**src/rtl/ir_nec_frame_decoder_pkg.sv**
```systemverilog
// Shared NEC frame-decoder definitions: cycle constants at 50 MHz, FSM
// encoding, byte lanes of the 32-bit frame and the inverse-byte check.
package ir_nec_frame_decoder_pkg;

  localparam int unsigned MARK_MAX_DEF   = 32'd50000;
  localparam int unsigned BIT_THRESH_DEF = 32'd56250;
  localparam int unsigned SPACE_TO_DEF   = 32'd125000;

  typedef enum logic [2:0] {
    ST_IDLE       = 3'd0,
    ST_WAIT_FIRST = 3'd1,
    ST_MARK       = 3'd2,
    ST_SPACE      = 3'd3,
    ST_CHECK      = 3'd4
  } nec_state_e;

  localparam int ADDR_LSB     = 32'd0;
  localparam int ADDR_INV_LSB = 32'd8;
  localparam int CMD_LSB      = 32'd16;
  localparam int CMD_INV_LSB  = 32'd24;

  function automatic logic nec_frame_ok(input logic [31:0] frame);
    return (frame[ADDR_INV_LSB +: 8] == ~frame[ADDR_LSB +: 8]) &&
           (frame[CMD_INV_LSB +: 8]  == ~frame[CMD_LSB +: 8]);
  endfunction

endpackage

```
**src/rtl/ir_rxd_edge_sync.sv**
```systemverilog
// Brings the asynchronous IR receiver line into the clock domain and flags
// its rising and falling edges; all flops idle high like the line.
module ir_rxd_edge_sync (
  input  logic clk,
  input  logic rst,
  input  logic rxd,
  output logic rise,
  output logic fall
);

  logic s1_r;
  logic s2_r;
  logic s3_r;

  // two-flop synchronizer followed by a delay flop for edge detection
  always_ff @(posedge clk) begin
    if (rst) begin
      s1_r <= 1'b1;
      s2_r <= 1'b1;
      s3_r <= 1'b1;
    end else begin
      s1_r <= rxd;
      s2_r <= s1_r;
      s3_r <= s2_r;
    end
  end

  assign fall = s3_r & ~s2_r;
  assign rise = ~s3_r & s2_r;

endmodule

```
**src/rtl/ir_nec_frame_decoder.sv**
```systemverilog
// NEC data-field decoder: after a leader, times mark/space of 32 bits,
// assembles them LSB-first and validates the inverted address/command bytes.
module ir_nec_frame_decoder
  import ir_nec_frame_decoder_pkg::*;
#(
  parameter int unsigned MARK_MAX   = MARK_MAX_DEF,
  parameter int unsigned BIT_THRESH = BIT_THRESH_DEF,
  parameter int unsigned SPACE_TO   = SPACE_TO_DEF
) (
  input  logic        CLOCK_50,
  input  logic        rst,
  input  logic        IRDA_RXD,
  input  logic        ldr_I,
  output logic [7:0]  addr_O,
  output logic [7:0]  cmd_O,
  output logic [31:0] data_O,
  output logic        data_valid_O,
  output logic        frame_err_O,
  output logic        busy_O
);

  logic        rise_s;
  logic        fall_s;
  logic        ldr_r;
  logic        ldr_rise_s;
  logic        bit_s;
  logic [31:0] sr_next_s;
  nec_state_e  state_r;
  logic [16:0] cnt_r;
  logic [4:0]  bit_cnt_r;
  logic [31:0] sr_r;
  logic [7:0]  addr_r;
  logic [7:0]  cmd_r;
  logic [31:0] data_r;
  logic        valid_r;
  logic        err_r;
  logic        busy_r;

  ir_rxd_edge_sync u_edge_sync (
    .clk  (CLOCK_50),
    .rst  (rst),
    .rxd  (IRDA_RXD),
    .rise (rise_s),
    .fall (fall_s)
  );

  assign ldr_rise_s = ldr_I & ~ldr_r;
  assign bit_s      = (cnt_r >= 17'(BIT_THRESH));
  assign sr_next_s  = {bit_s, sr_r[31:1]};

  // frame FSM with its counters, shift register and registered outputs
  always_ff @(posedge CLOCK_50) begin
    if (rst) begin
      state_r   <= ST_IDLE;
      ldr_r     <= 1'b0;
      cnt_r     <= 17'd0;
      bit_cnt_r <= 5'd0;
      sr_r      <= 32'd0;
      addr_r    <= 8'd0;
      cmd_r     <= 8'd0;
      data_r    <= 32'd0;
      valid_r   <= 1'b0;
      err_r     <= 1'b0;
      busy_r    <= 1'b0;
    end else begin
      ldr_r   <= ldr_I;
      valid_r <= 1'b0;
      err_r   <= 1'b0;
      case (state_r)
        ST_IDLE: begin
          if (ldr_rise_s) begin
            cnt_r     <= 17'd0;
            bit_cnt_r <= 5'd0;
            sr_r      <= 32'd0;
            busy_r    <= 1'b1;
            state_r   <= ST_WAIT_FIRST;
          end
        end
        ST_WAIT_FIRST: begin
          if (fall_s) begin
            cnt_r   <= 17'd0;
            state_r <= ST_MARK;
          end else if (cnt_r == 17'(SPACE_TO)) begin
            err_r   <= 1'b1;
            busy_r  <= 1'b0;
            state_r <= ST_IDLE;
          end else begin
            cnt_r <= cnt_r + 17'd1;
          end
        end
        ST_MARK: begin
          if (rise_s) begin
            cnt_r   <= 17'd0;
            state_r <= ST_SPACE;
          end else if (cnt_r == 17'(MARK_MAX)) begin
            err_r   <= 1'b1;
            busy_r  <= 1'b0;
            state_r <= ST_IDLE;
          end else begin
            cnt_r <= cnt_r + 17'd1;
          end
        end
        ST_SPACE: begin
          if (cnt_r == 17'(SPACE_TO)) begin
            err_r   <= 1'b1;
            busy_r  <= 1'b0;
            state_r <= ST_IDLE;
          end else if (fall_s) begin
            sr_r      <= sr_next_s;
            bit_cnt_r <= bit_cnt_r + 5'd1;
            // the 32nd falling edge is the stop burst, not another data mark
            if (bit_cnt_r == 5'd31) begin
              state_r <= ST_CHECK;
            end else begin
              cnt_r   <= 17'd0;
              state_r <= ST_MARK;
            end
          end else begin
            cnt_r <= cnt_r + 17'd1;
          end
        end
        ST_CHECK: begin
          if (nec_frame_ok(sr_r)) begin
            data_r  <= sr_r;
            addr_r  <= sr_r[ADDR_LSB +: 8];
            cmd_r   <= sr_r[CMD_LSB +: 8];
            valid_r <= 1'b1;
          end else begin
            err_r <= 1'b1;
          end
          busy_r  <= 1'b0;
          state_r <= ST_IDLE;
        end
        default: begin
          busy_r  <= 1'b0;
          state_r <= ST_IDLE;
        end
      endcase
    end
  end

  assign addr_O       = addr_r;
  assign cmd_O        = cmd_r;
  assign data_O       = data_r;
  assign data_valid_O = valid_r;
  assign frame_err_O  = err_r;
  assign busy_O       = busy_r;

endmodule

```
**config.mk**
```make
export PLATFORM = sky130hd
export DESIGN_NAME = ir_nec_frame_decoder
export DESIGN_NICKNAME = d
export VERILOG_FILES = /design/src/rtl/ir_nec_frame_decoder_pkg.sv /design/src/rtl/ir_rxd_edge_sync.sv /design/src/rtl/ir_nec_frame_decoder.sv
export SDC_FILE = /design/constraint.sdc
export NUM_CORES = 1
export LEC_CHECK = 0
export ABC_AREA = 1
export CAP_MARGIN = 5
export CELL_PAD_IN_SITES_DETAIL_PLACEMENT = 1
export CELL_PAD_IN_SITES_GLOBAL_PLACEMENT = 1
export CORE_ASPECT_RATIO = 0.9
export CORE_MARGIN = 2
export CORE_UTILIZATION = 30
export CTS_BUF_LIST = sky130_fd_sc_hd__clkbuf_16
export CTS_CLUSTER_DIAMETER = 200
export DETAILED_ROUTE_END_ITERATION = 6
export PLACE_DENSITY = 0.65
export SETUP_SLACK_MARGIN = 0.5
export SYNTH_ARGS = -nofsm -noshare
export SYNTH_HDL_FRONTEND = slang
export SYNTH_SLANG_ARGS = --single-unit
```
**constraint.sdc**
```tcl
create_clock -name CLOCK_50 -period 2.2 [get_ports CLOCK_50]
set_clock_uncertainty 0.2 [all_clocks]
set_input_delay 0.44 -clock CLOCK_50 [delete_from_list [all_inputs] [get_ports CLOCK_50]]
set_output_delay 0.44 -clock CLOCK_50 [all_outputs]
set_load 0.02 [all_outputs]
```
==> results of run 1 <==
## logic make-up after synthesis
kind of cell	count (synthesis)	share of synthesized area [%]
buf+inv	149	13.6
flops	96	39.4
xor+xnor	3	0.539
simple gates	453	37.1
fa+ha+maj	5	1.28
compound gates	76	8.13
## registers in the layout, indices dropped and copies added, names as in the netlist, 3 cells and up
register / cells
bit_cnt_r: 5
data_O: 18
state_r: 3
sr_r: 32
cmd_O: 7
addr_O: 7
cnt_r: 17
## area by class of cell
cell class	instances	area, µm²	area share (%)
flip-flops and latches	96	2050	27.6
repair buffers	142	1560	21.0
clock buffers	9	225	3.03
clock inverters	5	35.0	0.471
well taps	207	259	3.48
multi-input cells	537	2900	39.1
inverters	106	403	5.42
## per-stage QoR
stage | instance area (µm²) | util [%] | cells | hold slack [ns] | setup slack [ns]
2_1_floorplan | 4940 | - | 782 | 0.189 | 0.364
6_report | 7430 | 46.4 | 1102 | 0.202 | 0.151
4_1_cts | 6960 | 43.4 | 1080 | 0.198 | 0.228
3_5_place_dp | 5680 | 35.4 | 1019 | 0.204 | 0.0141
3_3_place_gp | 5680 | 35.4 | 1019 | 0.195 | 0.0364
5_1_grt | 7430 | 46.4 | 1102 | 0.202 | 0.0831
## cells in the final DEF (no fill, tap or decap), types with 2 or more instances in the layout
master           Yosys  routed
nand4_1              5       5
clkbuf_16            0      11
inv_1              100      82
clkdlybuf4s50_1      0       2
xor2_1               3       3
a21oi_2              0       5
ha_1                 5       2
o21ai_0             15      10
nor2_2               3      30
buf_12               0      12
inv_2                6      22
clkdlybuf4s15_1      0      12
nand2_1            266     199
nor3_1               8       7
buf_6                3      13
or2_2                2       2
inv_4                0       2
nor2_1             134      91
ha_4                 0       3
dlygate4sd2_1        0      10
nand3_4              0       4
nand3_1             28      21
nand2_4              1      24
o21ai_2              0       2
buf_16               0      13
nor2_4               3      19
nand2_2              1      45
buf_4               19      47
dfxtp_1             96      54
o21ai_1              0       3
nand3_2              0       3
clkbuf_2             0      29
a21oi_1             58      53
dfxtp_4              0      30
dfxtp_2              0      12
clkinv_2             0       2
## final timing paths
kind	to	depth (start not counted)
min	cnt_r[12]	2
max	data_O[23]	13
min reg2reg	u_edge_sync.s2_r	1
max reg2reg	data_O[23]	13
## power by group through the flow
stage / Sequential [W] / Clock [W] / Combinational, W
floorplan: 0.00192 / 0 / 0.000994
global placement: 0.00192 / 0 / 0.00144
detailed placement: 0.00193 / 0 / 0.00149
CTS: 0.00188 / 0.00151 / 0.00231
global route: 0.00187 / 0.00159 / 0.00270
finish: 0.00186 / 0.00146 / 0.00252
## per-layer routing
metal	global-route usage (%)	part of all wire [%]	up-vias
li1	-	-	2580
met2	36.3	50	79
met5	0	0	-
met1	26.3	46	2482
met4	7.56	1.7	0
met3	2.99	2.5	20
## timing repair
action | CTS | global route
gates resized for setup | 224 | 177
pin swaps | 35 | 38
endpoints found under the setup margin | 141 | 132
cloned | 14 | 2
buffers inserted | 33 | 20
==> metrics.csv, run 1 <==
metric,value,unit
drc,0,
die_area,17300,µm²
synth_area_per_cell,6.24,µm²
cp-startpoint,sr_r[22],
power_leakage,3.29,nW
synth_fp_nets,791,
synth_area_leaders,"dfxtp_1 39%, nand2_1 20%, nor2_1 10%",
crit_type,reg2reg,
post_drt_wl_per_cell,16.5,µm
peakVddDrop,0.000487,V
synth_edf_count,0,
drive_gt1_share,37.8,%
worst-r2r-setup-slack,0.15,ns
gp_congestion,0.842,
setup_tns,0,ns
cap_viol_max_count,0,
cp_data_arrival_time,2.14,ns
routed_wl,18.2,mm
vias_per_cell,4.68,
rows,44,
end_kind,register,
cts_tree,done,
cp_top_family,simple AND/OR/NAND/NOR gates,
netlist.area_leader.share,39.4,%
grt_pass1_vias,5481,
status,completed,
numCtsBuffers,9,
area_growth,52.3,%
fmax,488,MHz
report.final.hold_viol_count,0,
hp-start,rst,
seq_area_frac_synth,39.4,%
ctsHtreeMaxLevel,3,
synth_seq_cells,96,
synthTopCellsByCount,"266 x nand2_1, 134 x nor2_1, 100 x inv_1, 96 x dfxtp_1, 58 x a21oi_1",
p_int,0.00374,W
syn_area,4880,µm²
rr_startpoint,sr_r[22],
seqPwrFrac,31.8,%
hold_path_class,in2reg,
power.share.combinational,43.1,%
synth_async_sr_flop_share,0,%
power,0.00584,W
vias,5161,
postRouteAntennaNets,0,
ys_types,27,
grt_pass1_wl,28.7,mm
cts.sinks,96,
rsz0062_at_grt,true,
port-buffer-count,54,
grt_max_degree,29,
synth_area_leader_cell,dfxtp_1,
synth.most_common_cell,nand2_1,
sw_frac_of_total,35.9,%
ys.flop_type,dfxtp_1,
first_pass_iters,4,
overflow,0,
fillCellCount,1976,
clkTransAtPathRegs,0.07,ns
powerDensity,786,nW/µm²
period_share,93.1,%
max_stage_delay,0.40,ns
cts_root_buf,clkbuf_16,
final_nets,901,
path_max_fanout,8,
required,2.29,ns
clock_latency,0.35,ns
grt_antenna_before_repair,0,
path_cells,inv_1 -> nand2_1 -> nand3_1 -> inv_1 -> nand2_2 -> nor2_4 -> nand3_4 -> buf_12 -> buf_12 -> buf_16 -> nand2_4 -> nand2_2 -> nor2_2,
num_antenna_cells,0,
start_util,30.5,%
postCtsHoldBufs,0,
design.core.area,16000,µm²
switchingPower,0.00210,W
grt_use_total,20.8,%
clockBufferDepth,2,
slowest_stage,dfxtp_4,
dpl.hpwl,9.53,mm
finalCriticalPeriod,2.05,ns
setup_viol_count_final,0,
die_h,125,µm
timing.final.max_slew_violations,0,
yosys_warnings,0,
clockPowerShare,25.1,%
start_kind,register,
io_pins,55,
dr.first_iter.drc_count,252,
tightest_slew,0.562,ns
die_w,138,µm
syn-instance-count,782,
slew_headroom,62.2,%
cp.buffers_inverters,5,
Note: power is estimated with default switching activity, not from simulation.
==> inputs of run 2 (changes only) <==
--- a/config.mk
+++ b/config.mk
@@ -13,10 +13,12 @@
 export CORE_MARGIN = 2
 export CORE_UTILIZATION = 30
 export CTS_BUF_LIST = sky130_fd_sc_hd__clkbuf_16
-export CTS_CLUSTER_DIAMETER = 200
+export CTS_CLUSTER_DIAMETER = 60
 export DETAILED_ROUTE_END_ITERATION = 6
-export PLACE_DENSITY = 0.65
+export PLACE_DENSITY = 0.64
 export SETUP_SLACK_MARGIN = 0.5
+export SLEW_MARGIN = 10
 export SYNTH_ARGS = -nofsm -noshare
 export SYNTH_HDL_FRONTEND = slang
+export SYNTH_HIERARCHICAL = 1
 export SYNTH_SLANG_ARGS = --single-unit
==> run 2 against run 1 <==
First-iteration DRC count is 17% higher. Final area grew 17%. Combinational power is 2% higher. Largest power group unchanged. Sequential power about the same. Power increased by 10%. Global-route usage shrank 0.95 points.
==> metrics.csv, run 2 <==
metric,value,unit,change
clkTransAtPathRegs,0.07,ns,about the same
die_w,145,µm,+5.0%
area_growth,61.4,%,
synth_edf_count,0,,unchanged
synth_seq_cells,96,,unchanged
drive_gt1_share,45.1,%,+7.4 points
worst-r2r-setup-slack,0.19,ns,+0.04 ns
timing.rr.end,cnt_r[6],,
ys_types,30,,+11%
clockPowerShare,30.9,%,+5.8 points
slew_headroom,75.2,%,+13 points
vias_per_cell,4.65,,-0.76%
grt_max_degree,45,,+55%
syn-instance-count,899,,+15%
period_share,91.5,%,-1.7 points
dpl.hpwl,10.8,mm,+13%
die_area,19100,µm²,+10%
seqPwrFrac,29.1,%,-2.7 points
cts.sinks,96,,unchanged
dr.first_iter.drc_count,294,,+17%
synth_fp_nets,908,,+15%
peakVddDrop,0.000420,V,-14%
power_leakage,3.73,nW,+14%
ctsHtreeMaxLevel,3,,unchanged
grt_use_total,19.9,%,-0.95 points
port-buffer-count,54,,unchanged
synth.most_common_cell,nand2_1,,
dp_cells,1164,,+14%
power.share.combinational,40.0,%,-3.1 points
mostFrequentLayoutCells,"200 x nand2_1, 110 x inv_1, 86 x nor2_1, 70 x nand2_2, 52 x dfxtp_1",,
hold_slack,0.134,ns,-0.0684 ns
setup_tns,0,ns,unchanged
cp_data_arrival_time,2.06,ns,-0.08 ns
netlist.area_leader.share,35.6,%,-3.7 points
start_util,30.6,%,+0.16 points
regMostFlops,sr_r,,
largest_reg_flops,32,,unchanged
cpMostUsedCell,nor2_1,,
synth_async_sr_flop_share,0,%,unchanged
io_pins,55,,unchanged
max_stage_delay,0.38,ns,-0.02 ns
final_common_cell,nand2_1,,
postRouteAntennaNets,0,,unchanged
synthTopCellsByCount,"309 x nand2_1, 149 x inv_1, 119 x nor2_1, 96 x dfxtp_1, 69 x nand3_1",,
rsz0062_at_grt,true,,
cp-startpoint,cnt_r[14],,
synth_area_leader_cell,dfxtp_1,,
end_kind,register,,
seq_area_frac_synth,35.6,%,-3.7 points
sw_frac_of_total,33.6,%,-2.3 points
yosys_warnings,6,,+6
hold_end,ldr_r,,
grt_antenna_before_repair,0,,unchanged
start_kind,register,,
synth_area_leaders,"dfxtp_1 36%, nand2_1 22%, inv_1 10%",,
syn_area,5390,µm²,+11%
cap_viol_max_count,0,,unchanged
finalCriticalPeriod,2.01,ns,-0.0365 ns
path_cells,inv_1 -> nor2_2 -> nand2_1 -> nor2_1 -> nand3_2 -> nand3_4 -> buf_12 -> nor2_4 -> nor2_1 -> nor2_1,,
num_antenna_cells,0,,unchanged
timing.final.max_slew_violations,0,,unchanged
setup_viol_count_final,0,,unchanged
first_pass_iters,4,,unchanged
hold_depth,3,,+1
die_h,131,µm,+5.0%
path_max_fanout,8,,unchanged
ys.flop_type,dfxtp_1,,
grt_pass1_vias,5838,,+6.5%
clockBufferDepth,2,,unchanged
synth_area_per_cell,6.00,µm²,-3.9%
grt_pass1_wl,30.7,mm,+7.2%
fmax,497,MHz,+1.8%
cts_tree,done,,
rr_startpoint,cnt_r[14],,
finalNonFillerCells,1257,,+14%
routed_wl,20.2,mm,+11%
clock_latency,0.36,ns,about the same
design.core.area,17600,µm²,+9.9%
cp_top_family,simple AND/OR/NAND/NOR gates,,
vias,5842,,+13%
post_drt_wl_per_cell,16.1,µm,-2.7%
cp.buffers_inverters,2,,-3
crit_type,reg2reg,,
report.final.hold_viol_count,0,,unchanged
cts_root_buf,clkbuf_16,,
hp-start,ldr_I,,
required,2.24,ns,-0.05 ns
final_nets,1022,,+13%
switchingPower,0.00217,W,+3.3%
tightest_slew,0.372,ns,-0.190 ns
p_int,0.00429,W,+14%
rows,46,,+4.5%
worstRegToRegCells,10,,-3
drc,0,,unchanged
gp_congestion,0.781,,-7.3%
numCtsBuffers,9,,unchanged
status,completed,,
overflow,0,,unchanged
slowest_stage,dfxtp_4,,
hold_path_class,in2reg,,
powerDensity,741,nW/µm²,-5.7%
-- run 2: cell types whose count changed in the layout (fill, tap and decap cells not counted), sizes merged, moves of 3 or more --
cell           before  now
clkbuf             40   28
nor2              140  125
nor3                8    5
nand2             268  311
inv               107  156
bufinv              0    4
buf                86   95
a21oi              58   54
nand3              28   71
clkdlybuf4s15      12   23
-- run 2: layout make-up --
cell class | instances | area [µm²]
clock inverters | 6 | 138
fillers | 2169 | 8910
well taps | 240 | 300
inverters | 156 | 612
repair buffers | 151 | 1740
multi-input cells | 599 | 3650
clock buffers | 9 | 225
flip-flops and latches | 96 | 2040
-- run 2: stage by stage --
stage | utilization, % | power (W) | area (µm²) | setup WS, ns
global route | 49.4 | 0.00674 | 8710 | 0.0955
detailed placement | 35.2 | 0.00305 | 6200 | 0.0287
global placement | 35.2 | 0.00305 | 6200 | 0.0336
CTS | 44.7 | 0.00606 | 7880 | 0.268
floorplan | - | 0.00272 | 5440 | 0.300
finish | 49.4 | 0.00645 | 8710 | 0.187
-- run 2: cells by family (layout without fill, tap and decap cells) --
family	Yosys count	after routing	share of synthesized area, %
AOI/OAI and AO/OA	71	71	6.68
xor gates and xnor gates	5	5	0.812
adders and majority gates	5	5	1.16
buffers and inverters	204	322	16.7
DFF	96	96	35.6
and+or+nand+nor	518	518	39.0
-- run 2: routing by layer --
metal / track usage (%) / vias to the layer above / share of wire (%)
met5: 0 / - / 0
met4: 5.01 / 0 / 2.0
met3: 2.92 / 25 / 3.5
met2: 32.8 / 85 / 48
met1: 27.3 / 2808 / 47
li1: - / 2924 / -
-- run 2: repair_timing --
item,4_1_cts,5_1_grt
pin swaps,69,82
cloned,13,3
resized for setup,296,255
buffers inserted,42,20
endpoints found under the setup margin,143,127
hold buffers,0,0
-- run 2: tightest hold or removal path, cell delays in order --
cell            delay, ns
dlymetal6s2s_1       0.09
inv_2                0.05
nor2_1               0.07
-- run 2: power by group through the flow --
| stage | Sequential (W) | Combinational, W | Clock, W |
|---|---|---|---|
| 2_1_floorplan | 0.00191 | 0.000807 | 0 |
| 3_3_place_gp | 0.00193 | 0.00112 | 0 |
| 3_5_place_dp | 0.00193 | 0.00112 | 0 |
| 4_1_cts | 0.00188 | 0.00214 | 0.00204 |
| 5_1_grt | 0.00188 | 0.00276 | 0.00209 |
| 6_report | 0.00187 | 0.00258 | 0.00200 |
-- run 2: worst max-delay path by stage --
stage / slack (ns) / cells after the start / end
final: 0.19 / 10 / cnt_r[6]
after global routing: 0.1 / 12 / addr_O[4]
after CTS: 0.27 / 13 / bit_cnt_r[3]
after detailed placement: 0.03 / 12 / sr_r[3]
after global placement: 0.03 / 12 / sr_r[3]
after floorplan: 0.30 / 10 / cnt_r[5]
